`config.mk`:
```
export PLATFORM = sky130hd
export DESIGN_NAME = instr_encoder_loader_flat
export DESIGN_NICKNAME = d
export VERILOG_FILES = /design/src/rtl/instr_encoder_loader_if.sv /design/src/rtl/instr_encoder_loader.sv /design/src/flat_wrapper.sv
export SDC_FILE = /design/constraint.sdc
export NUM_CORES = 1
export LEC_CHECK = 0
export CORE_MARGIN = 5
export CORE_UTILIZATION = 25
export DETAILED_ROUTE_END_ITERATION = 12
export SLEW_MARGIN = 5
export SYNTH_ARGS = -nofsm -noshare
export SYNTH_HDL_FRONTEND = slang
export SYNTH_SLANG_ARGS = --single-unit
```
`constraint.sdc`:
```
create_clock -name clk -period 1.32 [get_ports clk]
set_input_delay 0.264 -clock clk [delete_from_list [all_inputs] [get_ports clk]]
set_output_delay 0.264 -clock clk [all_outputs]
set_load 0.01 [all_outputs]
```
`src/rtl/instr_encoder_loader_if.sv`:
```
`default_nettype none
// +----------------------------------------------------------------------------+
// | Module      : instr_encoder_loader_if                                      |
// | Description : Bundles the loader's instruction-field input handshake, its  |
// |               sequential instruction-memory write port and its status      |
// |               outputs.                                                     |
// |               master : the program source (drives fields, clear, pad_req)  |
// |               slave  : the loader (drives in_ready, mem_*, count/full/err) |
// | Signals     : clear, in_valid, in_ready, op[1:0], rd/rs1/rs2[4:0],         |
// |               imm[12:0], pad_req, mem_we, mem_addr[ADDR_WIDTH-1:0],        |
// |               mem_wdata[DATA_WIDTH-1:0], count[ADDR_WIDTH-2:0], full, err  |
// | Revision    : 1.0  initial release                                         |
// +----------------------------------------------------------------------------+
interface instr_encoder_loader_if #(
  parameter int DATA_WIDTH = 32,
  parameter int ADDR_WIDTH = 8
);
  logic                  clear;
  logic                  in_valid;
  logic                  in_ready;
  logic [1:0]            op;
  logic [4:0]            rd;
  logic [4:0]            rs1;
  logic [4:0]            rs2;
  logic [12:0]           imm;
  logic                  pad_req;
  logic                  mem_we;
  logic [ADDR_WIDTH-1:0] mem_addr;
  logic [DATA_WIDTH-1:0] mem_wdata;
  logic [ADDR_WIDTH-2:0] count;
  logic                  full;
  logic                  err;

  modport master (
    output clear, in_valid, op, rd, rs1, rs2, imm, pad_req,
    input  in_ready, mem_we, mem_addr, mem_wdata, count, full, err
  );

  modport slave (
    input  clear, in_valid, op, rd, rs1, rs2, imm, pad_req,
    output in_ready, mem_we, mem_addr, mem_wdata, count, full, err
  );
endinterface
`default_nettype wire

```
`src/rtl/instr_encoder_loader.sv`:
```
`default_nettype none
// +----------------------------------------------------------------------------+
// | Module      : instr_encoder_loader                                         |
// | Description : Packs symbolic instruction fields (ADDI / BNE / LW) into     |
// |               32-bit RV32I words and streams them into instruction memory  |
// |               through a sequential write port, one word per two cycles.    |
// |               Illegal ops and out-of-range immediates set a sticky err and |
// |               are dropped. The pointer never wraps: once the top word is   |
// |               written, full holds off further input until clear or rst.    |
// | Ports       : clk  - clock, rising edge                                    |
// |               rst  - synchronous reset, active high                        |
// |               bus  - instr_encoder_loader_if.slave (fields in, memory      |
// |                      write port and count/full/err status out)             |
// | Parameters  : DATA_WIDTH (must be 32), ADDR_WIDTH (byte address bits),     |
// |               BASE_ADDR (word-aligned first write address)                 |
// | Options     : ENCODER_NOP_PAD_EN - adds a PAD state that fills the rest of |
// |               memory with NOPs on pad_req.                                 |
// | Revision    : 1.0  initial release                                         |
// +----------------------------------------------------------------------------+
module instr_encoder_loader #(
  parameter int DATA_WIDTH = 32,
  parameter int ADDR_WIDTH = 8,
  parameter int BASE_ADDR  = 0
) (
  input wire                    clk,
  input wire                    rst,
  instr_encoder_loader_if.slave bus
);

  // ---------------------------------------------------------------------------
  // Constants
  // ---------------------------------------------------------------------------
  localparam logic [1:0]  c_op_addi       = 2'd0;
  localparam logic [1:0]  c_op_bne        = 2'd1;
  localparam logic [1:0]  c_op_lw         = 2'd2;

  localparam logic [6:0]  c_opc_op_imm    = 7'b0010011;
  localparam logic [6:0]  c_opc_load      = 7'b0000011;
  localparam logic [6:0]  c_opc_branch    = 7'b1100011;

  localparam logic [2:0]  c_f3_addi       = 3'b000;
  localparam logic [2:0]  c_f3_bne        = 3'b001;
  localparam logic [2:0]  c_f3_lw         = 3'b010;

  // addi x0, x0, 0
  localparam logic [31:0] c_nop           = 32'h0000_0013;

  localparam logic [ADDR_WIDTH-1:0] c_base_addr = ADDR_WIDTH'(BASE_ADDR);
  // Highest word-aligned byte address: all ones with the two LSBs cleared.
  localparam logic [ADDR_WIDTH-1:0] c_top_addr  = {{(ADDR_WIDTH-2){1'b1}}, 2'b00};
  localparam logic [ADDR_WIDTH-1:0] c_addr_step = ADDR_WIDTH'(4);
  localparam logic [ADDR_WIDTH-2:0] c_count_one = (ADDR_WIDTH-1)'(1);

  // ---------------------------------------------------------------------------
  // State encoding
  // ---------------------------------------------------------------------------
  typedef enum logic [1:0] {
    S_IDLE  = 2'd0,
`ifdef ENCODER_NOP_PAD_EN
    S_PAD   = 2'd2,
`endif
    S_WRITE = 2'd1
  } state_t;

  state_t r_state;
  state_t w_state_next;

  // ---------------------------------------------------------------------------
  // Registers and wires
  // ---------------------------------------------------------------------------
  logic [ADDR_WIDTH-1:0] r_mem_addr;
  logic [DATA_WIDTH-1:0] r_mem_wdata;
  logic [ADDR_WIDTH-2:0] r_count;
  logic                  r_full;
  logic                  r_err;

  logic [31:0]           w_enc;
  logic                  w_legal;
  logic                  w_in_ready;
  logic                  w_transfer;
  logic                  w_accept;
  logic                  w_reject;
  logic                  w_pad_go;
  logic                  w_pad_start;
  logic                  w_mem_we;
  logic                  w_at_top;

  // ---------------------------------------------------------------------------
  // Optional NOP padding request
  // ---------------------------------------------------------------------------
`ifdef ENCODER_NOP_PAD_EN
  // A pad request in IDLE takes precedence over a simultaneous instruction.
  assign w_pad_go = bus.pad_req & ~r_full;
`else
  // Without the padding feature pad_req has no effect at all.
  logic w_unused_pad_req;
  assign w_unused_pad_req = bus.pad_req;
  assign w_pad_go         = 1'b0;
`endif

  // ---------------------------------------------------------------------------
  // Handshake
  // ---------------------------------------------------------------------------
  // rst is folded in so the source never sees a ready while reset is applied.
  assign w_in_ready = (r_state == S_IDLE) & ~r_full & ~bus.clear & ~rst & ~w_pad_go;
  assign w_transfer = bus.in_valid & w_in_ready;
  assign w_accept   = w_transfer & w_legal;
  // Rejected transfers are still consumed; they only raise err.
  assign w_reject   = w_transfer & ~w_legal;

  assign w_pad_start = (r_state == S_IDLE) & w_pad_go & ~bus.clear & ~rst;
  assign w_at_top    = (r_mem_addr == c_top_addr);

  // ---------------------------------------------------------------------------
  // Instruction encoder and legality check
  // ---------------------------------------------------------------------------
  always_comb begin
    w_enc   = 32'd0;
    w_legal = 1'b0;
    case (bus.op)
      c_op_addi: begin
        w_enc   = {bus.imm[11:0], bus.rs1, c_f3_addi, bus.rd, c_opc_op_imm};
        // 12-bit signed range: bit 12 must be a copy of the sign bit 11.
        w_legal = (bus.imm[12] == bus.imm[11]);
      end
      c_op_lw: begin
        w_enc   = {bus.imm[11:0], bus.rs1, c_f3_lw, bus.rd, c_opc_load};
        w_legal = (bus.imm[12] == bus.imm[11]);
      end
      c_op_bne: begin
        // B-type scatters the 13-bit halfword offset; imm[0] is implicit zero.
        w_enc   = {bus.imm[12], bus.imm[10:5], bus.rs2, bus.rs1, c_f3_bne,
                   bus.imm[4:1], bus.imm[11], c_opc_branch};
        w_legal = ~bus.imm[0];
      end
      default: begin
        w_enc   = 32'd0;
        w_legal = 1'b0;
      end
    endcase
  end

  // ---------------------------------------------------------------------------
  // FSM: state register
  // ---------------------------------------------------------------------------
  always_ff @(posedge clk) begin
    if (rst) begin
      r_state <= S_IDLE;
    end else begin
      r_state <= w_state_next;
    end
  end

  // ---------------------------------------------------------------------------
  // FSM: next state and write strobe
  // ---------------------------------------------------------------------------
  always_comb begin
    w_state_next = r_state;
    w_mem_we     = 1'b0;
    case (r_state)
      S_IDLE: begin
        if (bus.clear) begin
          w_state_next = S_IDLE;
`ifdef ENCODER_NOP_PAD_EN
        end else if (w_pad_start) begin
          w_state_next = S_PAD;
`endif
        end else if (w_accept) begin
          w_state_next = S_WRITE;
        end
      end
      S_WRITE: begin
        // Single-cycle write; a clear here still lets this word land.
        w_mem_we     = 1'b1;
        w_state_next = S_IDLE;
      end
`ifdef ENCODER_NOP_PAD_EN
      S_PAD: begin
        w_mem_we = 1'b1;
        if (bus.clear || w_at_top) begin
          w_state_next = S_IDLE;
        end
      end
`endif
      default: begin
        w_state_next = S_IDLE;
      end
    endcase
  end

  // ---------------------------------------------------------------------------
  // Datapath: write pointer, data, count, status
  // ---------------------------------------------------------------------------
  always_ff @(posedge clk) begin
    if (rst) begin
      r_mem_addr  <= c_base_addr;
      r_mem_wdata <= '0;
      r_count     <= '0;
      r_full      <= 1'b0;
      r_err       <= 1'b0;
    end else if (bus.clear) begin
      // mem_wdata is left alone: the word written this cycle must stay stable.
      r_mem_addr  <= c_base_addr;
      r_count     <= '0;
      r_full      <= 1'b0;
      r_err       <= 1'b0;
    end else begin
      if (w_accept) begin
        r_mem_wdata <= DATA_WIDTH'(w_enc);
      end
      if (w_pad_start) begin
        r_mem_wdata <= DATA_WIDTH'(c_nop);
      end
      if (w_reject) begin
        r_err <= 1'b1;
      end
      if (w_mem_we) begin
        r_count <= r_count + c_count_one;
        // The pointer parks on the top word rather than wrapping.
        if (w_at_top) begin
          r_full <= 1'b1;
        end else begin
          r_mem_addr <= r_mem_addr + c_addr_step;
        end
      end
    end
  end

  // ---------------------------------------------------------------------------
  // Outputs
  // ---------------------------------------------------------------------------
  assign bus.in_ready  = w_in_ready;
  assign bus.mem_we    = w_mem_we;
  assign bus.mem_addr  = r_mem_addr;
  assign bus.mem_wdata = r_mem_wdata;
  assign bus.count     = r_count;
  assign bus.full      = r_full;
  assign bus.err       = r_err;

endmodule
`default_nettype wire

```
`src/flat_wrapper.sv`:
```
// flat-port wrapper written by rule: the top's interface ports become plain ports
module instr_encoder_loader_flat 
#(
  parameter int DATA_WIDTH = 32,
  parameter int ADDR_WIDTH = 8,
  parameter int BASE_ADDR  = 0
)
  (clk, rst, bus_clear, bus_in_valid, bus_op, bus_rd, bus_rs1, bus_rs2, bus_imm, bus_pad_req, bus_in_ready, bus_mem_we, bus_mem_addr, bus_mem_wdata, bus_count, bus_full, bus_err);
  instr_encoder_loader_if #(.DATA_WIDTH(DATA_WIDTH), .ADDR_WIDTH(ADDR_WIDTH)) bus_i ();
  input wire clk;
  input wire rst;
  input wire logic [$bits(bus_i.clear)-1:0] bus_clear;
  input wire logic [$bits(bus_i.in_valid)-1:0] bus_in_valid;
  input wire logic [$bits(bus_i.op)-1:0] bus_op;
  input wire logic [$bits(bus_i.rd)-1:0] bus_rd;
  input wire logic [$bits(bus_i.rs1)-1:0] bus_rs1;
  input wire logic [$bits(bus_i.rs2)-1:0] bus_rs2;
  input wire logic [$bits(bus_i.imm)-1:0] bus_imm;
  input wire logic [$bits(bus_i.pad_req)-1:0] bus_pad_req;
  output wire logic [$bits(bus_i.in_ready)-1:0] bus_in_ready;
  output wire logic [$bits(bus_i.mem_we)-1:0] bus_mem_we;
  output wire logic [$bits(bus_i.mem_addr)-1:0] bus_mem_addr;
  output wire logic [$bits(bus_i.mem_wdata)-1:0] bus_mem_wdata;
  output wire logic [$bits(bus_i.count)-1:0] bus_count;
  output wire logic [$bits(bus_i.full)-1:0] bus_full;
  output wire logic [$bits(bus_i.err)-1:0] bus_err;
  assign bus_i.clear = bus_clear;
  assign bus_i.in_valid = bus_in_valid;
  assign bus_i.op = bus_op;
  assign bus_i.rd = bus_rd;
  assign bus_i.rs1 = bus_rs1;
  assign bus_i.rs2 = bus_rs2;
  assign bus_i.imm = bus_imm;
  assign bus_i.pad_req = bus_pad_req;
  assign bus_in_ready = bus_i.in_ready;
  assign bus_mem_we = bus_i.mem_we;
  assign bus_mem_addr = bus_i.mem_addr;
  assign bus_mem_wdata = bus_i.mem_wdata;
  assign bus_count = bus_i.count;
  assign bus_full = bus_i.full;
  assign bus_err = bus_i.err;
  instr_encoder_loader #(.DATA_WIDTH(DATA_WIDTH), .ADDR_WIDTH(ADDR_WIDTH), .BASE_ADDR(BASE_ADDR)) u_core (.clk(clk), .rst(rst), .bus(bus_i));
endmodule
```
After elaboration in Yosys (flattened, before gate mapping)

Index checks and enable logic that the tools add are counted.

$add $sub $neg: 2
Equality and inequality tests: 4
Muxes and demuxes: 3
Bitwise operators: 13
Reduce and logical (&&, ||, !) cells: 8

Operators with widths:

| cell                | count |
|---|---|
| $pmux 32 s3         | 1 |
| $add 8x3->8 const B | 1 |
| $eq 8x8->1 const B  | 1 |
| $add 7x1->7 const B | 1 |
| $not 1->1           | 7 |
| $and 1x1->1         | 6 |
| $reduce_and 2->1    | 3 |
| $logic_not 2->1     | 2 |
| $reduce_or 2->1     | 2 |
| $reduce_or 3->1     | 1 |
| $eq 2x1->1 const B  | 1 |
| $eq 2x2->1 const B  | 1 |
| $pmux 1 s2          | 1 |
| $eq 1x1->1          | 1 |
| $mux 1              | 1 |

Bits in registers: 50
Output and inout bits: 51
Word-level logic and storage cells: 36

Logic depth before layout (Yosys ltp)

Word-level depth: 7
Mapped depth: 7
Depth with buffers taken out: 4

Worst setup path before layout

Ideal clock, no wire load.

Kind: reg2reg
Start: register u_core.r_state[0]
End: register u_core.r_mem_wdata[23], in the netlist u_core.bus.mem_wdata[23]
Data arrival time: 1.385 ns
Data required time: 1.180 ns
Path slack: -0.205 ns
Stages on the path, launching flop included: 6
Period minus slack after synthesis: 1.525 ns
Cell sequence: dfxtp_1 > nor4_4 > nand2_2 > nor2_1 > buf_4 > a211oi_1

Cells in the longest elaborated chain, start to end: 7

Ends and longest elaborated chain:

| element                           | line                        | RTL |
|---|---|---|
| start, declared                   | instr_encoder_loader.sv:65  | `state_t r_state;` |
| start signal, assigned            | instr_encoder_loader.sv:150 | `r_state <= w_state_next;` |
| $logic_not 2->1                   | --                          |  |
| $and 1x1->1 (3 in series)         | instr_encoder_loader.sv:105 | `assign w_in_ready = (r_state == S_IDLE) & ~r_full & ~bus.clear & ~rst & ~w_pad_go;` |
| via bus_in_ready                  | flat_wrapper.sv:20          | `output wire logic [$bits(bus_i.in_ready)-1:0] bus_in_ready;` |
| $and 1x1->1                       | instr_encoder_loader.sv:106 | `assign w_transfer = bus.in_valid & w_in_ready;` |
| $and 1x1->1                       | instr_encoder_loader.sv:107 | `assign w_accept = w_transfer & w_legal;` |
| $reduce_and 2->1 (no source line) | --                          |  |
| end signal, assigned              | instr_encoder_loader.sv:209 | `r_mem_wdata <= DATA_WIDTH'(w_enc);` |
| end signal, assigned              | instr_encoder_loader.sv:212 | `r_mem_wdata <= DATA_WIDTH'(c_nop);` |
| end, declared                     | instr_encoder_loader.sv:72  | `logic [DATA_WIDTH-1:0] r_mem_wdata;` |

The timed path passes the listed nets, and every way through them passes these cells.
A chain may end at the register's enable or synchronous reset.

Worst setup path in the final report

Start: register u_core.r_full, in the netlist u_core.bus.full
End: register u_core.r_mem_wdata[20], in the netlist u_core.bus.mem_wdata[20]

Cells in the longest elaborated chain, start to end: 7

Ends and longest elaborated chain:

| element                           | line                        | RTL |
|---|---|---|
| start, declared                   | instr_encoder_loader.sv:74  | `logic r_full;` |
| start signal, assigned            | instr_encoder_loader.sv:199 | `r_full <= 1'b0;` |
| start signal, assigned            | instr_encoder_loader.sv:205 | `r_full <= 1'b0;` |
| start signal, assigned            | instr_encoder_loader.sv:221 | `r_full <= 1'b1;` |
| $not 1->1                         | instr_encoder_loader.sv:105 |  |
| $and 1x1->1 (3 in series)         | instr_encoder_loader.sv:105 |  |
| $and 1x1->1                       | instr_encoder_loader.sv:106 |  |
| $and 1x1->1                       | instr_encoder_loader.sv:107 |  |
| $reduce_and 2->1 (no source line) | --                          |  |

No other way between the ends.

==> flow_metrics.env <==
export IMPL_synth_area_sq_mm=0.00189
export IMPL_fin_area_sq_mm=0.00324
export IMPL_grt_max_degree=28
export IMPL_portBuffers=79
export IMPL_setup_ws_ps=-162
export IMPL_r2r_worst_path_cells=6
export IMPL_peakVddDrop_mv=0.470
export IMPL_ys_seq_elements=42
export IMPL_yosys_top_cells_area="dfxtp_1 44%, a21oi_1 11%, buf_4 4.8%"
export IMPL_ios=86
export IMPL_synth_top_area_share_pct=44.5
export IMPL_cp_required_ps=1530
export IMPL_die_x_um=97.0
export IMPL_avgSynthCellArea_sq_um=8.83
export IMPL_ys_seq_area_share_pct=44.5
export IMPL_cts_made_buffers=5
export IMPL_critPathLaunchType="flip-flop"
export IMPL_status="finished, violations left"
export IMPL_num_rows=31
export IMPL_cts_tree="done"
export IMPL_final_setup_skew_ps=10.4
export IMPL_fin_crit_sh_pct=112
export IMPL_synthArstFlopShare_pct=0
export IMPL_yosys_area_top_type="dfxtp_1"
export IMPL_clock_sinks=42
export IMPL_setup_viol=27
export IMPL_critical_path_slowest_cell="dfxtp_2"
export IMPL_worstHoldPathType="flip-flop to flip-flop"
export IMPL_cpPeakStageDelay_ps=340
export IMPL_cts_max_level=2
export IMPL_synthCells=214
export IMPL_die_h_um=97.0
export IMPL_first_iter_violations=80
export IMPL_synth_flop_cell="dfxtp_1"
export IMPL_power_density_mw_per_mm2=795
export IMPL_placed_cell_area_sq_mm=0.00293
export IMPL_drt_first_pass_iters=4
export IMPL_worstHoldPathCells=2
export IMPL_drt_wl_total_mm=6.11
export IMPL_overflow=0
export IMPL_grt_usage_pct=12.5
export IMPL_leakagePower_nw=1.36
export IMPL_cap_violations=0
export IMPL_fmax_ghz=0.675
export IMPL_clock_path_buffers=2
export IMPL_drive_gt1_share_pct=29.8
export IMPL_path_cells="nor4_4 -> buf_4 -> and2_4 -> clkbuf_16 -> a21oi_1 -> a211oi_1"
export IMPL_hold_buffers=0
export IMPL_drc_errors=0
export IMPL_initial_utilization_pct=25.9
export IMPL_vias=1880
export IMPL_worstPathArrival_ps=1690
export IMPL_die_area_sq_mm=0.00940
export IMPL_cp_max_fo=6
export IMPL_synth_cell_types=36
export IMPL_hold_viol=0
export IMPL_failed_checks="setup timing"
export IMPL_place_gp_congestion=0.745
export IMPL_grt_pass1_vias=2007
export IMPL_wire_per_inst_um=14.9
export IMPL_hpwl_mm=4.10
export IMPL_clk_pin_slew_ps=80
export IMPL_synth_edf_count=0
export IMPL_diodes=0
export IMPL_routed_via_density=4.57
export IMPL_cp_end_kind="flip-flop"
export IMPL_cts_root_buf="clkbuf_8"
export IMPL_grt_setup_unrepaired="true"
export IMPL_antenna_found_initial=0
export IMPL_synthTopCellsByCount="42 x a21oi_1, 42 x dfxtp_1, 15 x o21ai_0"
export IMPL_yosys_warnings=0
export IMPL_min_period_ps=1480
export IMPL_nets=350
export IMPL_grt_pass1_wl_mm=9.84
export IMPL_area_delta_synth_final_pct=71.6
export IMPL_finalMaxSlewViolations=0
export IMPL_holdWs_ps=474
export IMPL_crit_type="flip-flop to flip-flop"
export IMPL_finish_utilization_pct=44.5
export IMPL_drt_antenna_violating_nets=0
export IMPL_clock_latency_ps=290
export IMPL_core_region_area_sq_mm=0.00729
report_power, final:
| part | internal [mW] | total [mW] | switching (mW) | leakage [nW] |
|---|---|---|---|---|
| clock | 0.403 | 0.802 | 0.399 | 0.0431 |
| combinational | 0.243 | 0.475 | 0.232 | 0.973 |
| sequential | 1.29 | 1.30 | 0.0128 | 0.342 |
sequential cells by signal (all words and copies together), names as in the netlist:
name,cells
u_core.bus.count,7
u_core.bus.mem_addr,6
u_core.bus.full,1
u_core.r_state,1
u_core.bus.err,1
u_core.bus.mem_wdata,26
logic make-up after synthesis:
logic type                 synth area share (%)
other                                     0.198
muxes                                      1.59
buffers and inverters                      8.21
DFF                                        44.5
AOI/OAI and AO/OA                          23.0
adders and majority gates                  1.32
and+or+nand+nor                            17.9
xor gates and xnor gates                   3.24
worst max-delay path, delay by kind of cell, from the launching register on:
family / cells / cell delay [ps]
flip-flops: 1 / 340
buffers and inverters: 2 / 340
AO/OA/AOI/OAI: 2 / 250
AND/OR/NAND/NOR: 2 / 500
routing by layer:
metal / up-vias / part of all wire (%) / GRT usage, % / routed length, um
met5: - / 0 / 0 / 0
met4: 0 / 1.2 / 3.46 / 75
met3: 7 / 4.8 / 3.88 / 294
met2: 42 / 50 / 21.7 / 3040
met1: 884 / 44 / 14.9 / 2700
li1: 947 / - / - / -
placed cells by master (no fill, tap or decap), types with 2 or more instances in the layout:
cell,instances
a211oi_1,5
a211oi_2,7
a21oi_1,25
a21oi_2,16
buf_12,4
buf_4,23
buf_6,3
clkbuf_16,2
clkbuf_8,6
clkdlybuf4s50_1,28
conb_1,5
dfxtp_1,36
dfxtp_2,6
dlygate4sd2_1,48
ha_1,2
mux2i_1,3
nand2_1,3
nand3_1,3
nand3_2,9
nand4_1,4
nor2_1,12
nor2b_1,13
nor3_1,2
o21ai_0,6
o21ai_1,8
or3_1,2
xnor2_1,2
xor2_1,4
final timing paths:
path / endpoint / slack (ps) / startpoint
setup / recovery: u_core.bus.mem_wdata[20] / -160 / u_core.bus.full
hold / removal: u_core.bus.mem_wdata[26] / 470 / u_core.bus.mem_wdata[26]
setup reg to reg: u_core.bus.mem_wdata[20] / -160 / u_core.bus.full
hold reg to reg: u_core.bus.mem_wdata[26] / 470 / u_core.bus.mem_wdata[26]
layout make-up:
class                      instances  area (sq um)
timing repair buffer             112          1090
sequential                        42           848
clock buffer                       6          82.6
multi-input combinational        151          1100
inverter                           1          3.75
fill                             751          4050
tap                               99           124
what timing repair did:
action                     4_1_cts  5_1_grt
setup buffers                    2        0
gates cloned                     2        2
pin swaps                       21       14
resized for setup               80       34
setup endpoints to repair       88       33
per-stage QoR:
| step | power, mW | TNS (ps) | worst slack [ps] | cells |
|---|---|---|---|---|
| after global placement | 1.74 | -20980 | -590 | 401 |
| after global routing | 2.70 | -5970 | -280 | 411 |
| after detailed placement | 1.74 | -21280 | -605 | 401 |
| final | 2.58 | -2480 | -162 | 411 |
| after CTS | 2.59 | -3400 | -189 | 411 |
| after floorplan | 1.52 | -1400 | -147 | 218 |
Power figures use the tool's default switching activity.
